--- config.mk ---
export PLATFORM = sky130hd
export DESIGN_NAME = composite_sync_decoder
export DESIGN_NICKNAME = d
export VERILOG_FILES = /design/src/rtl/composite_sync_decoder.sv
export SDC_FILE = /design/constraint.sdc
export NUM_CORES = 1
export LEC_CHECK = 0
export BUFFER_PORTS_ARGS = -buffer_cell sky130_fd_sc_hd__buf_2
export CORE_MARGIN = 2
export CORE_UTILIZATION = 25
export CTS_CLUSTER_DIAMETER = 100
export DETAILED_ROUTE_END_ITERATION = 6
export PLACE_DENSITY_LB_ADDON = 0.05
export SLEW_MARGIN = 5
export SYNTH_ARGS = -nofsm -noshare
export SYNTH_HDL_FRONTEND = slang
export SYNTH_SLANG_ARGS = --single-unit
--- constraint.sdc ---
create_clock -name i_clk -period 2.4 [get_ports i_clk]
set_clock_uncertainty 0.05 [all_clocks]
set_input_delay 0.48 -clock i_clk [delete_from_list [all_inputs] [get_ports i_clk]]
set_output_delay 0.48 -clock i_clk [all_outputs]
set_load 0.05 [all_outputs]
--- src/rtl/composite_sync_decoder.sv ---
// Composite sync decoder: classifies sync-tip widths into equalizing, hsync and broad
// pulses, declares vsync/lock, and recovers line, pixel position and active video.
module composite_sync_decoder #(
  parameter int unsigned EQ_MIN     = 20,
  parameter int unsigned HS_MIN     = 40,
  parameter int unsigned HS_MAX     = 80,
  parameter int unsigned BROAD_MIN  = 200,
  parameter int unsigned VS_BROADS  = 3,
  parameter int unsigned BACK_PORCH = 68,
  parameter int unsigned ACTIVE     = 624,
  parameter int unsigned TIMEOUT    = 1536
) (
  input  logic       i_clk,
  input  logic       i_rst,
  input  logic       i_sync_in_n,
  input  logic       i_vid_in,
  output logic       o_hsync_stb,
  output logic       o_vsync_stb,
  output logic       o_locked,
  output logic [9:0] o_line,
  output logic [9:0] o_xpos,
  output logic       o_pix_valid,
  output logic       o_pix
);

  localparam int unsigned TmoW   = $clog2(TIMEOUT + 1);
  localparam int unsigned BrW    = $clog2(VS_BROADS + 1);
  localparam int unsigned PorchW = $clog2(BACK_PORCH + 1);

  localparam logic [8:0] WidthMax  = 9'd511;
  localparam logic [8:0] EqMinW    = 9'(EQ_MIN);
  localparam logic [8:0] HsMinW    = 9'(HS_MIN);
  localparam logic [8:0] HsMaxW    = 9'(HS_MAX);
  localparam logic [8:0] BroadMinW = 9'(BROAD_MIN);

  typedef enum logic [1:0] {
    StIdle,
    StPorch,
    StActive,
    StBlank
  } state_e;

  logic              r_sync_meta;
  logic              r_sync;
  logic              r_sync_prev;
  logic              r_vid_meta;
  logic              r_vid;
  logic [8:0]        r_width;
  logic [TmoW-1:0]   r_tmo;
  logic [BrW-1:0]    r_broads;
  logic [PorchW-1:0] r_porch;
  logic              r_hsync_stb;
  logic              r_vsync_stb;
  logic              r_locked;
  logic [9:0]        r_line;
  logic [9:0]        r_xpos;
  logic              r_pix_valid;
  logic              r_pix;
  state_e            r_state;

  logic w_fall;
  logic w_rise;
  logic w_is_eq;
  logic w_is_hs;
  logic w_is_broad;
  logic w_event;
  logic w_timeout;
  logic w_vsync;

  assign w_fall     = r_sync_prev & ~r_sync;
  assign w_rise     = ~r_sync_prev & r_sync;
  assign w_is_eq    = w_rise & (r_width >= EqMinW) & (r_width < HsMinW);
  assign w_is_hs    = w_rise & (r_width >= HsMinW) & (r_width <= HsMaxW);
  assign w_is_broad = w_rise & (r_width >= BroadMinW);
  assign w_event    = w_is_eq | w_is_hs | w_is_broad;
  assign w_timeout  = ~w_event & (r_tmo == TmoW'(TIMEOUT - 1));
  assign w_vsync    = w_is_broad & (r_broads == BrW'(VS_BROADS - 1));

  // Input synchronizers, sync-low width measurement and the quiet-time counter.
  always_ff @(posedge i_clk or posedge i_rst) begin
    if (i_rst) begin
      r_sync_meta <= 1'b1;
      r_sync      <= 1'b1;
      r_sync_prev <= 1'b1;
      r_vid_meta  <= 1'b0;
      r_vid       <= 1'b0;
      r_width     <= '0;
      r_tmo       <= '0;
    end else begin
      r_sync_meta <= i_sync_in_n;
      r_sync      <= r_sync_meta;
      r_sync_prev <= r_sync;
      r_vid_meta  <= i_vid_in;
      r_vid       <= r_vid_meta;
      if (!r_sync) begin
        if (w_fall) begin
          r_width <= 9'd1;
        end else if (r_width != WidthMax) begin
          r_width <= r_width + 9'd1;
        end
      end
      // Holds at TIMEOUT so the drop-lock action fires only once per quiet spell.
      if (w_event) begin
        r_tmo <= '0;
      end else if (r_tmo != TmoW'(TIMEOUT)) begin
        r_tmo <= r_tmo + TmoW'(1);
      end
    end
  end

  // Sync classification results: strobes, broad-pulse run, lock and line number.
  always_ff @(posedge i_clk or posedge i_rst) begin
    if (i_rst) begin
      r_hsync_stb <= 1'b0;
      r_vsync_stb <= 1'b0;
      r_locked    <= 1'b0;
      r_line      <= '0;
      r_broads    <= '0;
    end else begin
      r_hsync_stb <= w_is_hs;
      r_vsync_stb <= w_vsync;
      if (w_timeout) begin
        r_locked <= 1'b0;
        r_line   <= '0;
        r_broads <= '0;
      end else if (w_is_eq) begin
        r_broads <= '0;
      end else if (w_is_hs) begin
        r_broads <= '0;
        if (r_locked && (r_line != 10'd1023)) begin
          r_line <= r_line + 10'd1;
        end
      end else if (w_is_broad) begin
        if (w_vsync) begin
          r_broads <= '0;
          r_line   <= '0;
          r_locked <= 1'b1;
        end else begin
          r_broads <= r_broads + BrW'(1);
        end
      end
    end
  end

  // Line FSM with registered pixel qualifier, position and sample.
  always_ff @(posedge i_clk or posedge i_rst) begin
    if (i_rst) begin
      r_state     <= StIdle;
      r_porch     <= '0;
      r_xpos      <= '0;
      r_pix_valid <= 1'b0;
      r_pix       <= 1'b0;
    end else if (w_timeout) begin
      r_state     <= StIdle;
      r_pix_valid <= 1'b0;
    end else if (w_is_hs) begin
      r_state     <= StPorch;
      r_porch     <= '0;
      r_pix_valid <= 1'b0;
    end else if (w_fall && ((r_state == StPorch) || (r_state == StActive))) begin
      r_state     <= StBlank;
      r_pix_valid <= 1'b0;
    end else begin
      unique case (r_state)
        StIdle, StBlank: begin
          r_state <= r_state;
        end
        StPorch: begin
          if (r_porch == PorchW'(BACK_PORCH - 1)) begin
            r_state     <= StActive;
            r_pix_valid <= 1'b1;
            r_xpos      <= '0;
            r_pix       <= r_vid;
          end else begin
            r_porch <= r_porch + PorchW'(1);
          end
        end
        StActive: begin
          if (r_xpos == 10'(ACTIVE - 1)) begin
            r_state     <= StBlank;
            r_pix_valid <= 1'b0;
          end else begin
            r_xpos <= r_xpos + 10'd1;
            r_pix  <= r_vid;
          end
        end
        default: begin
          r_state <= StIdle;
        end
      endcase
    end
  end

  assign o_hsync_stb = r_hsync_stb;
  assign o_vsync_stb = r_vsync_stb;
  assign o_locked    = r_locked;
  assign o_line      = r_line;
  assign o_xpos      = r_xpos;
  assign o_pix_valid = r_pix_valid;
  assign o_pix       = r_pix;

endmodule

After elaboration in Yosys (flattened, before gate mapping)
Index checks and enable logic that the tools add are counted.
W data, S select, Z words.
{"block": "totals", "in_bits": 4, "register_bits": 61, "elab_cells": 129, "output_inout_bits": 25}
{"block": "classes", "n_eq_ne": 20, "n_mux": 42, "bitwise_logic": 17, "addsub": 6, "order_cmp": 5, "reduce_logical": 22}
{"op": "$mux W10", "n": 8}
{"op": "$mux W7", "n": 4}
{"op": "$mux W11", "n": 2}
{"op": "$add A10 B1 Y10 const B", "n": 2}
{"op": "$mux W2", "n": 10}
{"op": "$pmux W10 S2", "n": 1}
{"op": "$mux W9", "n": 2}
{"op": "$mux W1", "n": 12}
{"op": "$reduce_and A4 Y1", "n": 3}
{"op": "$reduce_bool A2 Y1", "n": 6}
{"op": "$add A11 B1 Y11 const B", "n": 1}
{"op": "$eq A11 B11 Y1 const B", "n": 1}
{"op": "$ne A11 B11 Y1 const B", "n": 1}
{"op": "$eq A10 B10 Y1 const B", "n": 1}
{"op": "$ne A10 B10 Y1 const B", "n": 1}
{"op": "$ne A5 B3 Y1 const B", "n": 2}
{"op": "$add A9 B1 Y9 const B", "n": 1}
{"op": "$and A1 B1 Y1", "n": 9}
{"op": "$ge A9 B5 Y1 const B", "n": 1}
{"op": "$ge A9 B6 Y1 const B", "n": 1}
{"op": "$ge A9 B8 Y1 const B", "n": 1}
{"op": "$le A9 B7 Y1 const B", "n": 1}
{"op": "$lt A9 B6 Y1 const B", "n": 1}
{"op": "$ne A9 B9 Y1 const B", "n": 1}
{"op": "23 further kinds", "n": 39}

Logic depth before layout (Yosys ltp)
{"block": "logic_depth", "depth_word": 10, "depth_mapped": 10, "ltp_nobuf": 9}

Worst setup path before layout
Ideal clock, no wire load.
{"block": "synth_timing", "path_kind": "register to register", "start": "register r_tmo[0]", "end": "register r_pix, in the netlist o_pix", "period_less_slack_ns": 2.529, "path_slack_ns": -0.129, "required_ns": 2.222, "path_stages_with_launch": 9, "path_buffers": 2, "arrival_ns": 2.352, "setup_time_ns": 0.128, "cell_sequence": "dfrtp_1 > ha_1 > nand3_1 > or4_4 > buf_6 > a211oi_4 > or3_1 > buf_4 > mux2_1"}
{"block": "synth_between", "elab_chain_len": 4}
{"item": "from (decl)", "line": "49", "rtl": "logic [TmoW-1:0] r_tmo;"}
{"item": "from (signal assigned)", "line": "106", "rtl": "r_tmo <= r_tmo + TmoW'(1);"}
{"item": "$eq A11 B11 Y1", "line": "76", "rtl": "assign w_timeout = ~w_event & (r_tmo == TmoW'(TIMEOUT - 1));"}
{"item": "$and A1 B1 Y1", "line": "76"}
{"item": "$not A1 Y1 (no line)"}
{"item": "$reduce_and A6 Y1 (no line)"}
{"item": "to (signal assigned)", "line": "173", "rtl": "r_pix <= r_vid;"}
{"item": "to (signal assigned)", "line": "184", "rtl": "r_pix <= r_vid;"}
{"item": "to (decl)", "line": "58", "rtl": "logic r_pix;"}
Every way passes these cells.
A chain may end at the register's enable or synchronous reset.

Final worst setup path
{"block": "layout_timing", "start": "register r_tmo[9]", "end": "register r_line[5], in the netlist o_line[5]"}
{"block": "layout_between", "elab_chain_len": 4, "elab_cells_between_ends": 8, "cone_classes": "eq/ne (3); mux (1); bitwise (1); reduce/logical (3)"}
{"item": "$eq A11 B11 Y1 (*)", "line": "76"}
{"item": "$and A1 B1 Y1 (*)", "line": "76"}
{"item": "$ne A3 B1 Y1 (no line), or another cell as far along"}
{"item": "$reduce_and A4 Y1 (no line)"}
{"item": "to (signal assigned)", "line": "131", "rtl": "r_line <= r_line + 10'd1;"}
{"item": "to (decl)", "line": "55", "rtl": "logic [9:0] r_line;"}
Every way passes the cells marked *; elsewhere a longest branch is shown, timed or not.

==> flow_summary.ini <==
[outcome]
status = finished clean

[timing]
hold_slack_ps = 99.5
hold_violations = 0
max_freq_mhz = 432
timing.final.crit_share_pct = 96.4
slew_viol_final = 0
fin_crit_ps = 2310
worst_pin_slew_ps = 556
finalSetupViolations = 0
relSlewSlack_pct = 62.7

[grt]
grt_pass1_vias = 2679
grt_max_degree = 33
grt_overflow = 0
antenna_found_initial = 0
grtUsageTotal_pct = 12.5
grt_pass1_wl_um = 13800

[clock_network]
numCtsBuffers = 9
cts_tree = yes
clk_latency_ps = 330
clkTransAtPathRegs_ps = 50
htree_levels = 3
clock-sinks = 61
hold_buffers = 0
clockRootBuffer = clkbuf_16
clock_path_buffers = 2

[die]
dieArea_um2 = 14100
die_width_um = 119
coreArea_um2 = 12700
ios = 29
rows = 41
dieHeight_um = 119
start_util_pct = 25.8

[placement]
routabilityCongestion = 0.745
place_area_um2 = 3820
io_buffers = 28
dp_hpwl_um = 5850
dp.cells = 559

[setup_path]
setup.worst_path.start = r_tmo[9]
crit_chain = or2b_1 -> or4_4 -> o21bai_4 -> o211ai_4 -> or4_1 -> a21oi_1
critPathKind = flop to flop
critPathLaunchType = flop
crit_slowest_cell = or4_4
endpoint_kind = flop
critPathArrivalTime_ps = 2520
reg2reg_from = r_tmo[9]
cp_data_required_time_ps = 2610
cp_slowest_stage_delay_ps = 540
critical_path_peak_fanout = 8
reg2reg_depth = 6

[yosys]
syn_inst = 342
synth-seq-cells = 61
avgSynthCellArea_um2 = 9.60
ys_seq_area_share_pct = 46.6
yosysWarnings = 0
synth_ff_type = dfrtp_1
synth-edff-count = 0
synth.net_count = 356
synth.cell_area_um2 = 3280
async_reset_ff_share_pct = 100
ys_types = 65

[power]
combPwrFrac_pct = 22.6
leakage_nw = 1.90
p_clk_share_pct = 38.1
switching_power_mw = 1.03
pwr_density_cell_nw_per_um2 = 778
seq_power_share_pct = 39.3
internal_power_mw = 2.18
p_sw_share_pct = 32.2
vdd_ir_drop_max_mv = 0.255

[route]
ant_nets = 0
drt_first_pass_iters = 4
drc = 0
wl_per_cell_um = 14.0
vias = 2637
drt-initial-drc-count = 98
wl_um = 8070
vias_per_cell = 4.58

[final_layout]
antenna_cells = 0
nNetsFinal = 413
finalNonFillerCells = 576
syn2layout_area_growth_pct = 25.7
fin_area_um2 = 4130
final_layout_size_suffix_gt1_share_pct = 23.8

[min_path]
hold_class = input port to asynchronous set/reset pin

[job]
maxCapViolCount = 0
cell type report:
cell class | instances | area [um2]
clock buffers | 12 | 256
clock inverters | 4 | 22.5
fillers | 1377 | 8590
inverters | 15 | 56.3
multi-input cells | 256 | 1670
flip-flops and latches | 61 | 1530
well taps | 172 | 215
repair buffers | 56 | 375
cells in the mapped netlist, drive strengths merged (4+ instances only):
cell	n	area (um2)
clkbuf	5	20.0
o21ai	12	60.1
nand3	18	90.1
buf	5	36.3
xor2	9	78.8
or4	6	48.8
a21oi	8	40.0
nor2	45	169
nor4	5	37.5
xnor2	14	123
nand4	4	31.3
nand3b	5	37.5
or3	4	26.3
o221ai	6	52.6
dfrtp	58	1450
nor3	10	55.1
inv	15	56.3
ha	10	125
nand2	42	160
and3	8	51.3
power groups by stage:
stage,Sequential (mW),Combinational (mW),Clock (mW)
floorplan,1.38,0.383,0
global placement,1.28,0.735,0
detailed placement,1.28,0.735,0
CTS,1.26,0.737,1.27
global route,1.28,0.820,1.32
finish,1.26,0.726,1.23
per-layer routing:
layer	global-route usage [%]	up-vias	wire length, um
met5	0	-	0
met4	6.25	0	157
met3	2.75	10	225
met2	19.9	31	3740
met1	15.8	1269	3950
li1	-	1327	-
through the flow:
stage / setup WS [ps] / TNS (ps) / utilization (%) / total power, mW
floorplan: 53.8 / 0 / - / 1.76
global placement: 131 / 0 / 30.0 / 2.02
detailed placement: 101 / 0 / 30.0 / 2.01
CTS: 66.3 / 0 / 32.2 / 3.26
global route: -0.159 / -0.159 / 32.4 / 3.42
finish: 87.3 / 0 / 32.4 / 3.21
final timing paths:
kind / endpoint / slack, ps
max: o_line[5] / 90
min: o_xpos[1] / 100
max reg2reg: o_line[5] / 90
min reg2reg: r_vid / 300
max in group asynchronous: o_line[1] / 1640
min in group i_clk: r_sync_meta / 190
registers in the layout, indices dropped and copies added, names as in the netlist, 2 cells and up:
| register | count |
|---|---|
| o_line | 10 |
| r_width | 9 |
| r_porch | 7 |
| r_state | 2 |
| o_xpos | 10 |
| r_tmo | 11 |
| r_broads | 2 |
cell usage in the layout, fill, tap and decap left out, drive strengths merged, types with 8 or more instances in the layout:
| cell | Yosys | layout |
|---|---|---|
| xnor2 | 14 | 14 |
| inv | 15 | 15 |
| nand3 | 18 | 18 |
| o21ai | 12 | 12 |
| ha | 10 | 10 |
| xor2 | 9 | 9 |
| and3 | 8 | 8 |
| clkbuf | 5 | 12 |
| nand2 | 42 | 42 |
| buf | 5 | 56 |
| nor2 | 45 | 45 |
| a21oi | 8 | 8 |
| dfrtp | 58 | 58 |
| nor3 | 10 | 10 |
what timing repair did:
item | 4_1_cts | 5_1_grt
resized for setup | 0 | 4
buffers inserted | 0 | 1
endpoints found under the setup margin | 0 | 1
kinds of logic after synthesis:
group           share of synthesized area (%)
simple gates                             26.3
compound gates                           12.4
xor+xnor                                 6.14
mux                                      1.30
flops                                    46.6
fa+ha+maj                                3.81
buf+inv                                  3.43
critical path, delay by kind of cell, from the launching register on:
kind | cells | cell delay [ps]
flip-flops | 1 | 400
AND/OR/NAND/NOR | 3 | 1280
AO/OA/AOI/OAI | 3 | 490
No activity file was read; power rests on OpenSTA's default activity.
